==> src/rtl/change_dispenser_if.sv <==
// Request/amount handshake plus coin-hopper and status outputs of the change dispenser.
interface change_dispenser_if;
    logic       req;
    logic [9:0] amount;
    logic       ready;
    logic       coin_10;
    logic       coin_5;
    logic       coin_2;
    logic       coin_1;
    logic [9:0] remaining;
    logic [5:0] coin_count;
    logic       done;
    logic       err;

    modport master (
        output req, amount,
        input  ready, coin_10, coin_5, coin_2, coin_1, remaining, coin_count, done, err
    );

    modport slave (
        input  req, amount,
        output ready, coin_10, coin_5, coin_2, coin_1, remaining, coin_count, done, err
    );
endinterface

==> src/rtl/change_dispenser.sv <==
// Greedy $10/$5/$2/$1 change dispenser: one paced pulse per coin on registered hopper lines,
// with remaining amount, coin count and done/err status.
module change_dispenser #(
    parameter int PULSE_CYCLES = 5000000,
    parameter int GAP_CYCLES   = 5000000
) (
    input  logic               clk,
    input  logic               rst,
    change_dispenser_if.slave  bus
);
    localparam int CNT_MAX = (PULSE_CYCLES > GAP_CYCLES) ? PULSE_CYCLES : GAP_CYCLES;
    localparam int CNT_W   = (CNT_MAX > 1) ? $clog2(CNT_MAX + 1) : 1;

    typedef enum logic [2:0] {IDLE, SELECT, PULSE, GAP, DONE} state_t;

    state_t           state_reg, state_next;
    logic [9:0]       remaining_reg, remaining_next;
    logic [5:0]       coin_count_reg, coin_count_next;
    logic [3:0]       coin_reg, coin_next;    // bit 3 = $10 ... bit 0 = $1
    logic             err_reg, err_next;
    logic [CNT_W-1:0] cnt_reg, cnt_next;

    logic [9:0] denom [4];
    logic [3:0] fits;
    logic [3:0] sel;
    logic [9:0] sel_value;

    genvar gi;
    generate
        for (gi = 0; gi < 4; gi++) begin : g_denom
            assign denom[gi] = (gi == 3) ? 10'd100 :
                               (gi == 2) ? 10'd50  :
                               (gi == 1) ? 10'd20  : 10'd10;
            assign fits[gi]  = (remaining_reg >= denom[gi]);
        end
    endgenerate

    // Highest fitting denomination wins; later (larger) indices override smaller ones.
    always_comb begin
        sel       = 4'b0000;
        sel_value = 10'd0;
        for (int i = 0; i < 4; i++) begin
            if (fits[i]) begin
                sel       = 4'b0001 << i;
                sel_value = denom[i];
            end
        end
    end

    always_ff @(posedge clk) begin
        if (rst) begin
            state_reg      <= IDLE;
            remaining_reg  <= 10'd0;
            coin_count_reg <= 6'd0;
            coin_reg       <= 4'b0000;
            err_reg        <= 1'b0;
            cnt_reg        <= '0;
        end else begin
            state_reg      <= state_next;
            remaining_reg  <= remaining_next;
            coin_count_reg <= coin_count_next;
            coin_reg       <= coin_next;
            err_reg        <= err_next;
            cnt_reg        <= cnt_next;
        end
    end

    always_comb begin
        state_next      = state_reg;
        remaining_next  = remaining_reg;
        coin_count_next = coin_count_reg;
        coin_next       = coin_reg;
        err_next        = err_reg;
        cnt_next        = cnt_reg;
        case (state_reg)
            IDLE: begin
                if (bus.req) begin
                    remaining_next  = bus.amount;
                    coin_count_next = 6'd0;
                    err_next        = 1'b0;
                    state_next      = SELECT;
                end
            end
            SELECT: begin
                if (|fits) begin
                    coin_next       = sel;
                    remaining_next  = remaining_reg - sel_value;
                    coin_count_next = coin_count_reg + 6'd1;
                    cnt_next        = CNT_W'(PULSE_CYCLES - 1);
                    state_next      = PULSE;
                end else begin
                    // Residual below $1 cannot be paid; flag it and finish.
                    err_next   = (remaining_reg != 10'd0);
                    state_next = DONE;
                end
            end
            PULSE: begin
                if (cnt_reg == '0) begin
                    coin_next  = 4'b0000;
                    cnt_next   = CNT_W'(GAP_CYCLES - 1);
                    state_next = GAP;
                end else begin
                    cnt_next = cnt_reg - 1'b1;
                end
            end
            GAP: begin
                if (cnt_reg == '0) begin
                    state_next = SELECT;
                end else begin
                    cnt_next = cnt_reg - 1'b1;
                end
            end
            DONE: begin
                state_next = IDLE;
            end
            default: begin
                state_next = IDLE;
            end
        endcase
    end

    assign bus.ready      = (state_reg == IDLE);
    assign bus.done       = (state_reg == DONE);
    assign bus.err        = err_reg;
    assign bus.remaining  = remaining_reg;
    assign bus.coin_count = coin_count_reg;
    assign bus.coin_10    = coin_reg[3];
    assign bus.coin_5     = coin_reg[2];
    assign bus.coin_2     = coin_reg[1];
    assign bus.coin_1     = coin_reg[0];
endmodule
==> src/flat_wrapper.sv <==
// flat-port wrapper written by rule: the top's interface ports become plain ports
module change_dispenser_flat 
#(
    parameter int PULSE_CYCLES = 5000000,
    parameter int GAP_CYCLES   = 5000000
)
  (clk, rst, bus_req, bus_amount, bus_ready, bus_coin_10, bus_coin_5, bus_coin_2, bus_coin_1, bus_remaining, bus_coin_count, bus_done, bus_err);
  change_dispenser_if bus_i ();
  input  logic clk;
  input  logic rst;
  input wire logic [$bits(bus_i.req)-1:0] bus_req;
  input wire logic [$bits(bus_i.amount)-1:0] bus_amount;
  output wire logic [$bits(bus_i.ready)-1:0] bus_ready;
  output wire logic [$bits(bus_i.coin_10)-1:0] bus_coin_10;
  output wire logic [$bits(bus_i.coin_5)-1:0] bus_coin_5;
  output wire logic [$bits(bus_i.coin_2)-1:0] bus_coin_2;
  output wire logic [$bits(bus_i.coin_1)-1:0] bus_coin_1;
  output wire logic [$bits(bus_i.remaining)-1:0] bus_remaining;
  output wire logic [$bits(bus_i.coin_count)-1:0] bus_coin_count;
  output wire logic [$bits(bus_i.done)-1:0] bus_done;
  output wire logic [$bits(bus_i.err)-1:0] bus_err;
  assign bus_i.req = bus_req;
  assign bus_i.amount = bus_amount;
  assign bus_ready = bus_i.ready;
  assign bus_coin_10 = bus_i.coin_10;
  assign bus_coin_5 = bus_i.coin_5;
  assign bus_coin_2 = bus_i.coin_2;
  assign bus_coin_1 = bus_i.coin_1;
  assign bus_remaining = bus_i.remaining;
  assign bus_coin_count = bus_i.coin_count;
  assign bus_done = bus_i.done;
  assign bus_err = bus_i.err;
  change_dispenser #(.PULSE_CYCLES(PULSE_CYCLES), .GAP_CYCLES(GAP_CYCLES)) u_core (.clk(clk), .rst(rst), .bus(bus_i));
endmodule
==> config.mk <==
export PLATFORM = sky130hd
export DESIGN_NAME = change_dispenser_flat
export DESIGN_NICKNAME = d
export VERILOG_FILES = /design/src/rtl/change_dispenser_if.sv /design/src/rtl/change_dispenser.sv /design/src/flat_wrapper.sv
export SDC_FILE = /design/constraint.sdc
export NUM_CORES = 1
export LEC_CHECK = 0
export CAP_MARGIN = 30
export CELL_PAD_IN_SITES_DETAIL_PLACEMENT = 1
export CELL_PAD_IN_SITES_GLOBAL_PLACEMENT = 1
export CORE_MARGIN = 4
export CORE_UTILIZATION = 37
export CTS_CLUSTER_SIZE = 30
export DETAILED_ROUTE_END_ITERATION = 16
export GPL_ROUTABILITY_DRIVEN = 0
export HOLD_SLACK_MARGIN = 0.05
export PLACE_DENSITY_LB_ADDON = 0.1
export RECOVER_POWER = 25
export SLEW_MARGIN = 25
export SYNTH_ARGS = -nofsm -noshare
export SYNTH_HDL_FRONTEND = slang
export SYNTH_SLANG_ARGS = --single-unit
export TNS_END_PERCENT = 10
==> constraint.sdc <==
create_clock -name clk -period 2.7 [get_ports clk]
set_input_delay 0.27 -clock clk [delete_from_list [all_inputs] [get_ports clk]]
set_output_delay 0.27 -clock clk [all_outputs]
set_load 0.01 [all_outputs]
=== After elaboration in Yosys (flattened, before gate mapping) ===
Index checks and enable logic that the tools add are counted.

* Logic and storage cells: 64
* Output and inout port bits: 23
* Bits in registers: 47
* Input port bits: 13

* Reduce and logical (&&, ||, !) cells: 12
* Equality and inequality tests: 10
* Add/sub/neg operators: 3
* Muxes and demuxes: 29
* Magnitude comparators: 4

{| class="wikitable"
|+ Operators by type and width
! operator !! number
|-
| 2-to-1 mux 23 bit || 3
|-
| one-hot mux 23 bit (3 select lines) || 1
|-
| logical NOT 23 bit || 1
|-
| subtractor 23 x 1 -> 23 bit (second input constant) || 1
|-
| 2-to-1 mux 10 bit || 2
|-
| one-hot mux 10 bit (2 select lines) || 1
|-
| 2-to-1 mux 6 bit || 3
|-
| 2-to-1 mux 4 bit || 4
|-
| 2-to-1 mux 3 bit || 5
|-
| AND reduction 3 bit || 5
|-
| one-hot mux 3 bit (4 select lines) || 1
|-
| one-hot mux 6 bit (2 select lines) || 1
|-
| greater-or-equal comparator 10 x 4 -> 1 bit (second input constant) || 1
|-
| greater-or-equal comparator 10 x 5 -> 1 bit (second input constant) || 1
|-
| greater-or-equal comparator 10 x 6 -> 1 bit (second input constant) || 1
|-
| greater-or-equal comparator 10 x 7 -> 1 bit (second input constant) || 1
|-
| nonzero test 10 bit || 1
|-
| subtractor 10 x 7 -> 10 bit || 1
|-
| one-hot mux 4 bit (2 select lines) || 1
|-
| 2-to-1 mux 7 bit || 1
|-
| adder 6 x 1 -> 6 bit (second input constant) || 1
|-
| equality test 3 x 2 -> 1 bit (second input constant) || 2
|-
| inequality test 2 x 1 -> 1 bit (second input constant) || 3
|-
| inequality test 2 bit (second input constant) || 3
|-
| 10 further kinds || 13
|}

=== Logic depth before layout (Yosys ltp) ===
* Depth in word-level cells: 8
* Depth in mapped cells: 14
* Mapped depth without buffers: 14

=== Worst setup path after synthesis ===
OpenSTA, ideal clock, no wires.

* Path kind: reg2reg
* Start point: register u_core.remaining_reg[2] (netlist: u_core.bus.remaining[2])
* End point: register u_core.remaining_reg[9] (netlist: u_core.bus.remaining[9])
* Data required time: 2,630 ps
* Slack: -215 ps
* Buffers on the path: 0
* Arrival: 2,844 ps
* Stages on the path, launching flop included: 15
* Clock period less this slack: 2,915 ps
* Cell sequence: dfxtp_1 -> o21ai_0 -> nor2_1 -> a21oi_1 -> or3_1 -> a21oi_1 -> ha_1 -> inv_1 -> fa_1 -> a21o_1 -> a21oi_1 -> o211ai_1 -> o41ai_1 -> nand2_1 -> a21oi_1

* Longest elaborated chain between the ends: 8
* Elaborated cells between the ends (all ways): 14
* Classes of those cells: 1 x add/sub; 4 x order compare; 1 x eq/ne; 6 x mux; 2 x reduce/logical

{| class="wikitable"
|+ Ends and longest elaborated chain
! what !! RTL line !! text
|-
| start, declared || change_dispenser.sv:17 || <nowiki>logic [9:0] remaining_reg, remaining_next;</nowiki>
|-
| start signal, assigned || change_dispenser.sv:60 || <nowiki>remaining_reg <= remaining_next;</nowiki>
|-
| greater-or-equal comparator 10 x 4 -> 1 bit || change_dispenser.sv:34 || <nowiki>assign fits[gi] = (remaining_reg >= denom[gi]);</nowiki>
|-
| 2-to-1 mux 4 bit || change_dispenser.sv:43 || <nowiki>if (fits[i]) begin</nowiki>
|-
| 2-to-1 mux 5 bit || change_dispenser.sv:43 ||
|-
| 2-to-1 mux 6 bit || change_dispenser.sv:43 ||
|-
| 2-to-1 mux 7 bit || change_dispenser.sv:43 ||
|-
| subtractor 10 x 7 -> 10 bit || change_dispenser.sv:87 || <nowiki>remaining_next = remaining_reg - sel_value;</nowiki>
|-
| 2-to-1 mux 10 bit || change_dispenser.sv:85 || <nowiki>if (|fits) begin</nowiki>
|-
| one-hot mux 10 bit (2 select lines) || change_dispenser.sv:75 || <nowiki>case (state_reg)</nowiki>
|}

Parallel ways exist; a longest one is shown, timed or not. The select of a mux whose other input is x is not followed.
A chain may end at the register's enable or synchronous reset.

=== Worst setup path in the final report ===
* Start point: register u_core.remaining_reg[7] (netlist: u_core.bus.remaining[7])
* End point: register u_core.remaining_reg[9] (netlist: u_core.bus.remaining[9])

The elaborated chain is that of the path after synthesis.

==> metrics.txt <==
status=complete, but fails checks; failing checks=negative setup slack; placed insts=approximately 480; crit-path cells=nor3_4 -> nand2b_1 -> or3_4 -> a21oi_2 -> ha_2 -> inv_2 -> fa_2 -> a21o_1 -> a21oi_2 -> o211ai_1 -> o41ai_2 -> nand2_1 -> a21oi_1; Top cell by count, worst path=a21oi_2; Syn. warnings=0; Crit Path Category=reg -> reg; largest net degree at the start of global routing=17; Avg Cell Area, Syn=~8 µm²; Peak VDD IR=0.503 mV; synthesis-to-layout area growth=32.4%; First DRT Iteration DRCs=79; max reg flops=23; Crit path largest cell delay=0.35 ns; vias per inst=5.29; buffers added on ports=35; Synth Register Bits=47; main combinational cell family by area after synthesis=simple AND/OR/NAND/NOR gates; total track usage=between 10% and 20%; Crit-path slowest cell=dfxtp_2; worst endpoint required time=slightly below 3 ns; RSZ-0062 raised after global routing=true; final-report hold violation count=0; clk buf depth=2; RR Startpoint=u_core.bus.remaining[7]$_SDFFE_PP0P_; Horiz. Die Dim=approximately 90 µm; Register-to-Register Path Depth=13; Startpoint Class=register; Final Setup Violations=3; compound-cell area share of the yosys netlist=17.1%; first-pass GRT wire length=12.8 mm; overall routed net length=7.65 mm; final slew viol count=0; vias in the first global route=2610; r2r setup slk=-0.06 ns; post-route ant nets=0; net count after synthesis=353; adder-cell area share of the yosys netlist=5.03%; Worst Setup EP=u_core.bus.remaining[9]$_SDFFE_PP0P_; Setup crit start=u_core.bus.remaining[7]$_SDFFE_PP0P_; H-tree Lvls=2; grt ovf=0; Final #Nets=414; reg2reg end=u_core.bus.remaining[9]$_SDFFE_PP0P_; die height=92.4 µm; detailed-route wire length per cell=15.7 µm; WP data arrival=roughly 3.0 ns; max cap viols=0; Initial Utilization=38.4%; Leak=roughly 0.0013 µW; worst hold path type=reg -> reg; drt pass-1 iters=4; post-synthesis sequential area ratio=35.7%; ANT cells=0; mapped cell area=2640 µm²; Critical Path End Type=register; min-delay src=u_core.coin_reg[0]$_SDFFE_PP0P_; CTS tree=done; die area=8540 µm²; initial antenna violation count=0; share of cells above drive strength 1=17.9%; Post-synth EDFFs=0; final critical-path required period=2.76 ns; CTS root buffer=clkbuf_8; Residual DRC=0; CP max FO=3; Num Clock Sinks=47; core area=6870 µm²; worst skew pair latency=0.31 ns; io pins=36; Synth Area in Simple Gates=29.2%; DP Wirelength=5.70 mm; Design Area, Final=3490 µm²; post-route insts no fill=488; PwrDens=about 1100 nW/µm²; DP Area=3320 µm²; clock-pin slew on the worst setup and hold paths=0.10 ns; Worst Skew=between 0.006 and 0.007 ns; relative slew slack=59.3%; Async SR Flop Fraction=0%; Synth Flop Type=dfxtp_1; max frequency=0.362 GHz; filler instances=835; post-synth cell types=between 40 and 50; post-synthesis share of cell area spent on xor and xnor gates=8.97%; setup ws final=-0.0613 ns; Vias=2583; Syn Inst Count=330; period utilization=102%; Num CTS Buffers=5; Rows=30; multiplexer share of the synthesized area=less than 1%; worst-margin pin slew=between 0.6 and 0.7 ns
[logic make-up (layout without fill, tap and decap cells)]
kind of cell               Yosys count  in the layout
and+or+nand+nor                    151            151
buffers and inverters               23             85
xor gates and xnor gates            27             27
DFF                                 47             47
AOI/OAI and AO/OA                   71             71
adders and majority gates           10             10
muxes                                1              1
[through the flow]
step	TNS [ns]	util [%]	power, µW	setup slack (ns)	hold slack, ns
2_1_floorplan	0	-	2520	0.00555	0.414
3_3_place_gp	-0.0125	48.4	3230	-0.0125	0.441
3_5_place_dp	-0.244	48.4	3300	-0.141	0.446
4_1_cts	-0.315	50.4	3910	-0.163	0.458
5_1_grt	-0.889	50.8	4240	-0.227	0.494
6_report	-0.0892	50.8	3930	-0.0613	0.451
[metal layers]
layer	share of wire (%)	track usage, %	vias up
li1	-	-	1305
met1	51	25.5	1239
met2	45	29.3	31
met3	2.6	2.92	8
met4	1.3	5.20	0
met5	0	0	-
[layout by cell type (no fill, tap or decap), types with 3 or more instances in the layout]
cell and instances:
clkbuf_8 5, dlygate4sd3_1 14, buf_4 35, o211ai_1 4, nand3_1 6, dfxtp_4 3
or3_1 10, inv_1 6, ha_1 8, nand4_1 3, xnor2_1 22, o21ai_0 11
nand2b_1 8, nand2_1 33, nor2_1 42, a311oi_1 3, clkdlybuf4s50_1 21, a211oi_1 6
nor4_1 13, dfxtp_1 42, xor2_1 4, nor3_1 13, a21oi_1 30
[power by group]
part / leakage [µW] / internal (µW) / switching [µW]
logic: 0.000895 / 1100 / 1220
registers: 0.000387 / 876 / 190
clock network: 0.0000548 / 279 / 264
total: 0.00134 / 2250 / 1680
[cell usage after synthesis, drive strengths merged (2+ instances only)]
master,count,area share (%)
and3,2,0.47
a211oi,7,2.0
or4,4,1.4
or3,11,2.6
nand3,6,1.1
buf,3,0.76
nand3b,2,0.57
nor4,15,4.4
ha,9,4.3
nand2,33,4.7
nor3,14,2.7
a31oi,2,0.47
nand2b,9,2.1
nor2,44,6.3
nor2b,2,0.47
and2,2,0.47
o211ai,4,1.1
o21ai,13,2.5
a21oi,32,6.1
inv,7,1.0
nor4b,2,0.66
dfxtp,47,36
clkbuf,13,1.9
xor2,4,1.3
a311oi,3,1.0
xnor2,23,7.6
nand4,3,0.71
[how the worst min path moves through the flow]
stage	endpoint	slack [ns]	cells past startpoint
6_report	u_core.coin_reg[0]$_SDFFE_PP0P_	0.45	2
3_5_place_dp	u_core.coin_reg[0]$_SDFFE_PP0P_	0.45	2
2_1_floorplan	u_core.state_reg[0]$_SDFFE_PP0P_	0.41	2
5_1_grt	u_core.coin_reg[1]$_SDFFE_PP0P_	0.49	2
3_3_place_gp	u_core.coin_reg[0]$_SDFFE_PP0P_	0.44	2
4_1_cts	u_core.coin_reg[0]$_SDFFE_PP0P_	0.46	2
[area by class of cell]
| class | count | area, µm² | share of cell area (%) |
|---|---|---|---|
| multi-input cells | 260 | 1660 | 47.6 |
| flip-flops and latches | 47 | 955 | 27.4 |
| well taps | 96 | 120 | 3.44 |
| clock inverters | 3 | 46.3 | 1.33 |
| clock buffers | 5 | 68.8 | 1.97 |
| inverters | 7 | 26.3 | 0.753 |
| repair buffers | 70 | 613 | 17.6 |
[worst max-delay path, delay by kind of cell (launching register included)]
kind,cells,cell delay (ns)
fa+ha+maj,2,0.54
buf+inv,1,0.04
simple gates,4,0.74
compound gates,6,1.03
flops,1,0.35
[timing repair]
item                                    CTS  global route
buffers inserted                          1             1
hold buffers                              0             0
gates resized for setup                   6             5
endpoints found under the hold margin     0             0
endpoints found under the setup margin    4            13
pin swaps                                 3             9
(Power assumes the default switching activity.)
